===== config.mk =====
export PLATFORM = sky130hd
export DESIGN_NAME = instruction_fetch
export DESIGN_NICKNAME = d
export VERILOG_FILES = /design/src/rtl/rv_pkg.sv /design/src/rtl/pc_reg.sv /design/src/rtl/instruction_fetch.sv
export SDC_FILE = /design/constraint.sdc
export NUM_CORES = 1
export LEC_CHECK = 0
export BUFFER_PORTS_ARGS = -buffer_cell sky130_fd_sc_hd__buf_2
export CORE_ASPECT_RATIO = 0.7
export CORE_UTILIZATION = 40
export DETAILED_ROUTE_END_ITERATION = 8
export SLEW_MARGIN = 20
export SYNTH_ARGS = -nofsm -noshare
export SYNTH_HDL_FRONTEND = slang
export SYNTH_SLANG_ARGS = --single-unit
export TNS_END_PERCENT = 5

===== constraint.sdc =====
create_clock -name clk -period 2.5 [get_ports clk]
set_clock_uncertainty 0.1 [all_clocks]
set_input_delay 0.5 -clock clk [delete_from_list [all_inputs] [get_ports clk]]
set_output_delay 0.5 -clock clk [all_outputs]
set_load 0.01 [all_outputs]

===== src/rtl/rv_pkg.sv =====
// Shared definitions for the fetch and decode stages: data width, NOP encoding
// and the fetch FSM state encoding.
package rv_pkg;

  localparam int XLEN = 32;

  localparam logic [XLEN-1:0] NOP = 32'h0000_0013;

  typedef enum logic [1:0] {
    FETCH_REQ  = 2'd0,
    FETCH_WAIT = 2'd1,
    FETCH_HOLD = 2'd2,
    FETCH_TRAP = 2'd3
  } fetch_state_t;

endpackage


===== src/rtl/pc_reg.sv =====
// Program counter register: load has priority over sequential increment.
module pc_reg
  import rv_pkg::*;
#(
  parameter logic [XLEN-1:0] RESET_PC = 32'h0000_0000,
  parameter logic [XLEN-1:0] PC_INC   = 32'd4
) (
  input  logic            clk,
  input  logic            rst_n,
  input  logic            load,
  input  logic [XLEN-1:0] load_pc,
  input  logic            inc,
  output logic [XLEN-1:0] pc
);

  always_ff @(posedge clk or negedge rst_n) begin
    if (!rst_n) begin
      pc <= RESET_PC;
    end else if (load) begin
      pc <= load_pc;
    end else if (inc) begin
      pc <= pc + PC_INC;
    end
  end

endmodule


===== src/rtl/instruction_fetch.sv =====
// Fetch stage: single-outstanding instruction memory reads feeding the decoder.
// Optional misaligned-redirect trap is built when FETCH_MISALIGN_TRAP_EN is defined.
//
// state | meaning
// REQ   | issue one read at pc (imem_req registered, visible next cycle)
// WAIT  | read outstanding; kill marks a response that must be dropped
// HOLD  | word captured while decoder stalled; waiting for stall to fall
// TRAP  | misaligned redirect seen; no fetching until an aligned redirect
module instruction_fetch
  import rv_pkg::*;
#(
  parameter logic [XLEN-1:0] RESET_PC = 32'h0000_0000,
  parameter logic [XLEN-1:0] PC_INC   = 32'd4
) (
  input  logic            clk,
  input  logic            rst_n,
  input  logic            stall,
  input  logic            redirect,
  input  logic [XLEN-1:0] redirect_pc,
  output logic            imem_req,
  output logic [XLEN-1:0] imem_addr,
  input  logic            imem_rvalid,
  input  logic [XLEN-1:0] imem_rdata,
  output logic [XLEN-1:0] instr_data,
  output logic            instr_en,
  output logic [XLEN-1:0] instr_pc
`ifdef FETCH_MISALIGN_TRAP_EN
  ,
  output logic            fetch_misalign
`endif
);

  fetch_state_t    state, state_nxt;
  logic            kill, kill_nxt;
  logic [XLEN-1:0] pc;
  logic [XLEN-1:0] hold_data;
  logic [XLEN-1:0] target_pc;
  logic [XLEN-1:0] present_data;
  logic            misaligned;
  logic            redir_ok;
  logic            redir_trap;
  logic            pc_load;
  logic            pc_inc;
  logic            present;
  logic            hold_load;
  logic            req_issue;

`ifdef FETCH_MISALIGN_TRAP_EN
  assign misaligned = |redirect_pc[1:0];
  assign target_pc  = redirect_pc;
`else
  assign misaligned = 1'b0;
  assign target_pc  = redirect_pc & ~XLEN'(3);
`endif

  assign redir_ok   = redirect & ~misaligned;
  assign redir_trap = redirect & misaligned;

  pc_reg #(
    .RESET_PC (RESET_PC),
    .PC_INC   (PC_INC)
  ) u_pc_reg (
    .clk     (clk),
    .rst_n   (rst_n),
    .load    (pc_load),
    .load_pc (target_pc),
    .inc     (pc_inc),
    .pc      (pc)
  );

  always_ff @(posedge clk or negedge rst_n) begin
    if (!rst_n) begin
      state <= FETCH_REQ;
    end else begin
      state <= state_nxt;
    end
  end

  always_comb begin
    state_nxt    = state;
    kill_nxt     = kill;
    pc_load      = 1'b0;
    pc_inc       = 1'b0;
    present      = 1'b0;
    present_data = hold_data;
    hold_load    = 1'b0;
    req_issue    = 1'b0;

    case (state)
      FETCH_REQ: begin
        // The request goes out even if a redirect arrives now; its data is killed.
        req_issue = 1'b1;
        state_nxt = FETCH_WAIT;
        if (redirect) begin
          kill_nxt = 1'b1;
          pc_load  = redir_ok;
        end
      end
      FETCH_WAIT: begin
        if (imem_rvalid) begin
          kill_nxt = 1'b0;
          if (redirect) begin
            pc_load   = redir_ok;
            state_nxt = FETCH_REQ;
          end else if (kill) begin
            state_nxt = FETCH_REQ;
          end else if (stall) begin
            hold_load = 1'b1;
            state_nxt = FETCH_HOLD;
          end else begin
            present      = 1'b1;
            present_data = imem_rdata;
            pc_inc       = 1'b1;
            state_nxt    = FETCH_REQ;
          end
        end else if (redirect) begin
          kill_nxt = 1'b1;
          pc_load  = redir_ok;
        end
      end
      FETCH_HOLD: begin
        if (redirect) begin
          pc_load   = redir_ok;
          state_nxt = FETCH_REQ;
        end else if (!stall) begin
          present   = 1'b1;
          pc_inc    = 1'b1;
          state_nxt = FETCH_REQ;
        end
      end
      default: begin
        // A read issued just before trapping may still return here; absorb it.
        if (imem_rvalid) begin
          kill_nxt = 1'b0;
        end
        if (redir_ok) begin
          pc_load   = 1'b1;
          state_nxt = FETCH_REQ;
        end
      end
    endcase

    if (redir_trap) begin
      state_nxt = FETCH_TRAP;
    end
  end

  always_ff @(posedge clk or negedge rst_n) begin
    if (!rst_n) begin
      kill       <= 1'b0;
      hold_data  <= NOP;
      imem_req   <= 1'b0;
      imem_addr  <= RESET_PC;
      instr_en   <= 1'b0;
      instr_data <= NOP;
      instr_pc   <= RESET_PC;
    end else begin
      kill     <= kill_nxt;
      imem_req <= req_issue;
      instr_en <= present;
      if (req_issue) begin
        imem_addr <= pc;
      end
      if (hold_load) begin
        hold_data <= imem_rdata;
      end
      if (present) begin
        instr_data <= present_data;
        instr_pc   <= pc;
      end
    end
  end

`ifdef FETCH_MISALIGN_TRAP_EN
  always_ff @(posedge clk or negedge rst_n) begin
    if (!rst_n) begin
      fetch_misalign <= 1'b0;
    end else begin
      fetch_misalign <= (state_nxt == FETCH_TRAP);
    end
  end
`endif

endmodule

== Word-level counts from Yosys, hierarchy flattened ==
Cells that the tools add are included.

* Bits in writable memories: 0
* Register bits: 165
* ROM bits: 0
* Output and inout bits: 98
* Bits in latches: 0
* Word-level logic and storage cells: 53
* Memories kept: 0

* Equal/unequal tests: 4
* Div/mod/pow operators: 0
* Shift operators: 0
* Reduce and logical (&&, ||, !) cells: 6
* $add $sub $neg: 1
* Magnitude comparators: 0
* $mul: 0
* Bitwise operators: 1
* Muxes and demuxes: 32

{| class="wikitable"
|+ Operator list
! kind !! count
|-
| $mux 32 || 7
|-
| $add 32x3->32 const B || 1
|-
| $mux 1 || 15
|-
| $mux 2 || 7
|-
| $pmux 2 s3 || 1
|-
| $reduce_bool 4->1 || 1
|-
| $ne 3x3->1 const B || 1
|-
| $pmux 1 s3 || 1
|-
| $reduce_and 3->1 || 1
|-
| $reduce_bool 3->1 || 1
|-
| $eq 2x1->1 const B || 1
|-
| $eq 2x2->1 const B || 1
|-
| $logic_not 2->1 || 1
|-
| $ne 2x2->1 const B || 1
|-
| $pmux 1 s2 || 1
|-
| $reduce_and 2->1 || 1
|-
| $reduce_bool 2->1 || 1
|-
| $not 1->1 || 1
|}

== Depth between registers and ports, before layout ==
* Word-level depth: 7
* Mapped depth: 10
* Mapped depth without buffers: 7

== Cells and area by module ==
From an unflattened synthesis, not the netlist that was laid out.

* Cells, all modules: 575
* Area, all modules: 7390.8 sq um

{| class="wikitable"
|+ Modules (own cells, without submodules)
! module !! area each (sq um) !! instances !! cells an instance !! sequential area each (sq um)
|-
| instruction_fetch || 5541.6 || 1 || 371 || 3335.7
|-
| pc_reg || 1849.3 || 1 || 204 || 800.8
|}

== Worst setup path before layout ==
OpenSTA, ideal clock, no wires.

* Path kind: reg2reg
* From: register state[1]
* To: register u_pc_reg.pc[31]
* Cell stages (with the launch flop): 8
* Arrival time: 1799 ps
* Clock period less this slack: 2024 ps
* Buffers on the path: 0
* Setup slack: 476 ps
* Cell sequence: dfrtp_1 inv_1 ha_1 nand3b_4 a2111oi_2 nand4_1 xnor2_1 mux2_2

* Cells in the longest elaborated chain, start to end: 3

{| class="wikitable"
|+ RTL lines
! item !! RTL line !! RTL
|-
| start: declaration || instruction_fetch.sv:33 || <nowiki>fetch_state_t state, state_nxt;</nowiki>
|-
| start signal: assignment || instruction_fetch.sv:75 || <nowiki>state <= state_nxt;</nowiki>
|-
| $eq 2x2->1 or $eq 2x1->1 (tied branches) || instruction_fetch.sv:89 || <nowiki>case (state)</nowiki>
|-
| $pmux 1 s2 (*) || instruction_fetch.sv:89 ||
|-
| $reduce_bool 2->1 (no line) (*) || n/a ||
|-
| end signal: assignment || pc_reg.sv:20 || <nowiki>pc <= load_pc;</nowiki>
|-
| end signal: assignment || pc_reg.sv:22 || <nowiki>pc <= pc + PC_INC;</nowiki>
|-
| end: declaration || pc_reg.sv:13 || <nowiki>output logic [XLEN-1:0] pc</nowiki>
|}

Every way passes the cells marked *; elsewhere a longest branch is shown, timed or not.
A chain may end at the register's enable or synchronous reset.

== Worst setup path after layout ==
Ends and elaborated chain as after synthesis.

==> out/results.ini <==
[floorplan]
start_util = 0.408
core_mm2 = 0.0171
dieArea_mm2 = 0.0180
rows = 40
fp.dieH_um = 113
die_width_um = 160
io_pins = 167

[yosys]
synth_edf_count = 0
ys_seq_area_frac = 0.571
synth_cells = 623
ys_top_cells_by_count = 153 x dfrtp_1, 153 x nand2_1, 66 x mux2_2
yosys_warnings = 0
netlist_top_cells_area = dfrtp_1 55%, mux2_2 11%, nand2_1 8.2%
synth_area_mm2 = 0.00699
synth_top_area_frac = 0.548
ys.flop_type = dfrtp_1
ys_types = 43
post_synth.cell_area_avg_um2 = 11.2
synth_top_area_cell = dfrtp_1
synth-seq-cells = 159
synthArstFlopShare = 1.00

[final_layout]
syn2layout_area_growth_pct = 24.3
fill_cells = 1567
diodes = 0
layout.nets = 853
fin_cells = 1024
layout-drive-gt1-share = 0.364
largest_registers = hold_data (32), instr_data (32)

[route]
via_count = 5007
post_drt_wl_per_cell_um = 15.5
drc = 0
drt-initial-drc-count = 177
viasPerCell = 4.89
antenna_left = 0
first_pass_iters = 4
routed_wl_um = 15900

[grt]
use_met2 = 0.288
grt_pass1_vias = 5122
grt-ovfl-total = 0
grtUsageTotal = 0.188
gr-max-usage-layer = met2
met3_usage = 0.0462
met1_usage = 0.265
grt_start_max_net_pins = 66
antenna_found_initial = 0
grt_pass1_wl_um = 26400

[critical_path]
crit_chain = inv_1 -> ha_1 -> nand3b_4 -> a2111oi_2 -> nand4_1 -> xnor2_1 -> mux2_2
worstPathMaxFanout = 6
cp_num_buf_inv = 1
start_kind = flip-flop
arrival_ns = 2.55
worstSetupEndpointType = flip-flop
crit_type = flip-flop to flip-flop
cp_slowest_cell = a2111oi_2
crit_required_ns = 2.70
path_delay_family = compound AO/OA/AOI/OAI gates
slowest_delay_ns = 0.54

[pwr]
p_per_area_mw_per_mm2 = 1110
peakVddDrop_uv = 630
leakagePower_nw = 4.37

[job]
cap_violations = 0

[placed_design]
dp_hpwl_um = 11200
preCtsSetupSlack_ns = 0.154
gp_congestion = 0.790
port_buffers = 160
dp_cells = 991

[cts]
numCtsBuffers = 17
clockBufferDepth = 2
postCtsSetupRepairBufs = 0
clk_latency_ns = 0.42
clock-sinks = 159
cts_root_buf = clkbuf_16
cts-htree-levels = 4
cts_tree = built
cts.clk_slew.worst_paths_ns = 0.06

[timing]
fin_crit_sh = 0.938
worst_hold_slack_ns = 0.191
finalSetupViolCount = 0
fmax_mhz = 426
drv_slew = 0
min_period_ns = 2.34
worst_pin_slew_ns = 0.679
rsz0062_at_grt = true
worst_slack_ns = 0.155
worst_slew_margin_rel = 0.548
hold_viol = 0
setup_tns_ns = 0

[min_path]
holdCritPathClass = input pin to flip-flop

[status]
status = finished, final reports clean

[worst min-delay path: cells and delay by family]
family | cells | cell delay [ns]
simple gates | 1 | 0.04
buf+inv | 1 | 0.07
compound gates | 1 | 0.05
[placed cells by master (no fill, tap or decap), types with 4 or more instances in the layout]
cell type  Yosys  routed
dfrtp_1      153     153
buf_4         10      10
nor3_1         8       8
xnor2_1       11      11
conb_1         1       4
nand4_1       14      14
mux2_2        66      66
mux2i_1       34      34
dfstp_2        6       6
nor2_1         5       5
o21ai_1       48      48
clkbuf_16      0      17
nand3_1        9       9
bufinv_16      0       4
and3_1         5       5
a21oi_1        5       5
inv_1          6       6
o21ai_0       11      11
nand2_1      153     153
buf_2          9     159
xor2_1        17      17
[per-stage QoR]
stage | instance area (µm²) | power [W] | util
4_1_cts | 8680 | 0.00973 | 0.507
3_5_place_dp | 8040 | 0.00693 | 0.470
5_1_grt | 8680 | 0.0102 | 0.507
2_1_floorplan | 7000 | 0.00578 | -
6_report | 8680 | 0.00961 | 0.507
3_3_place_gp | 8040 | 0.00679 | 0.470
[final cells by class]
type / instances / area (µm²) / share of cell area
clock inverters: 12 / 183 / 0.0210
flip-flops and latches: 159 / 3990 / 0.459
well taps: 231 / 289 / 0.0333
multi-input cells: 421 / 2800 / 0.322
clock buffers: 20 / 447 / 0.0514
inverters: 7 / 26.3 / 0.00303
repair buffers: 174 / 952 / 0.110
[cells by family after synthesis]
logic type | synth area share
and+or+nand+nor | 0.144
DFF | 0.571
muxes | 0.155
AOI/OAI and AO/OA | 0.0550
buffers and inverters | 0.0328
xor gates and xnor gates | 0.0351
adders and majority gates | 0.00716
other | 0.000537
[where the power goes]
| group | switching [W] | internal [W] |
|---|---|---|
| combinational | 0.00141 | 0.00137 |
| sequential | 0.000540 | 0.00353 |
| clock | 0.00105 | 0.00171 |
[routing by layer]
layer  share of wire  vias up
met5               0        -
met4           0.011        0
met3           0.055       15
met2            0.45      129
met1            0.48     2433
li1                -     2430
[timing repair]
item | in CTS | in global routing
hold buffers | 1 | 0
endpoints found under the setup margin | 0 | 11
resized for setup | 0 | 0
hold endpoints to repair | 32 | 0
[worst paths after layout]
path                                   end  depth (start not counted)  slack [ns]      startpoint
setup / recovery           u_pc_reg.pc[31]                          7        0.16        state[1]
hold / removal              u_pc_reg.pc[7]                          3        0.19  redirect_pc[7]
setup reg to reg           u_pc_reg.pc[31]                          7        0.16        state[1]
hold reg to reg              instr_data[0]                          2        0.37   instr_data[0]
max in group asynchronous     instr_pc[25]                          3        1.19           rst_n
min in group asynchronous    hold_data[14]                          2        0.44           rst_n
Power figures use the tool's default switching activity.
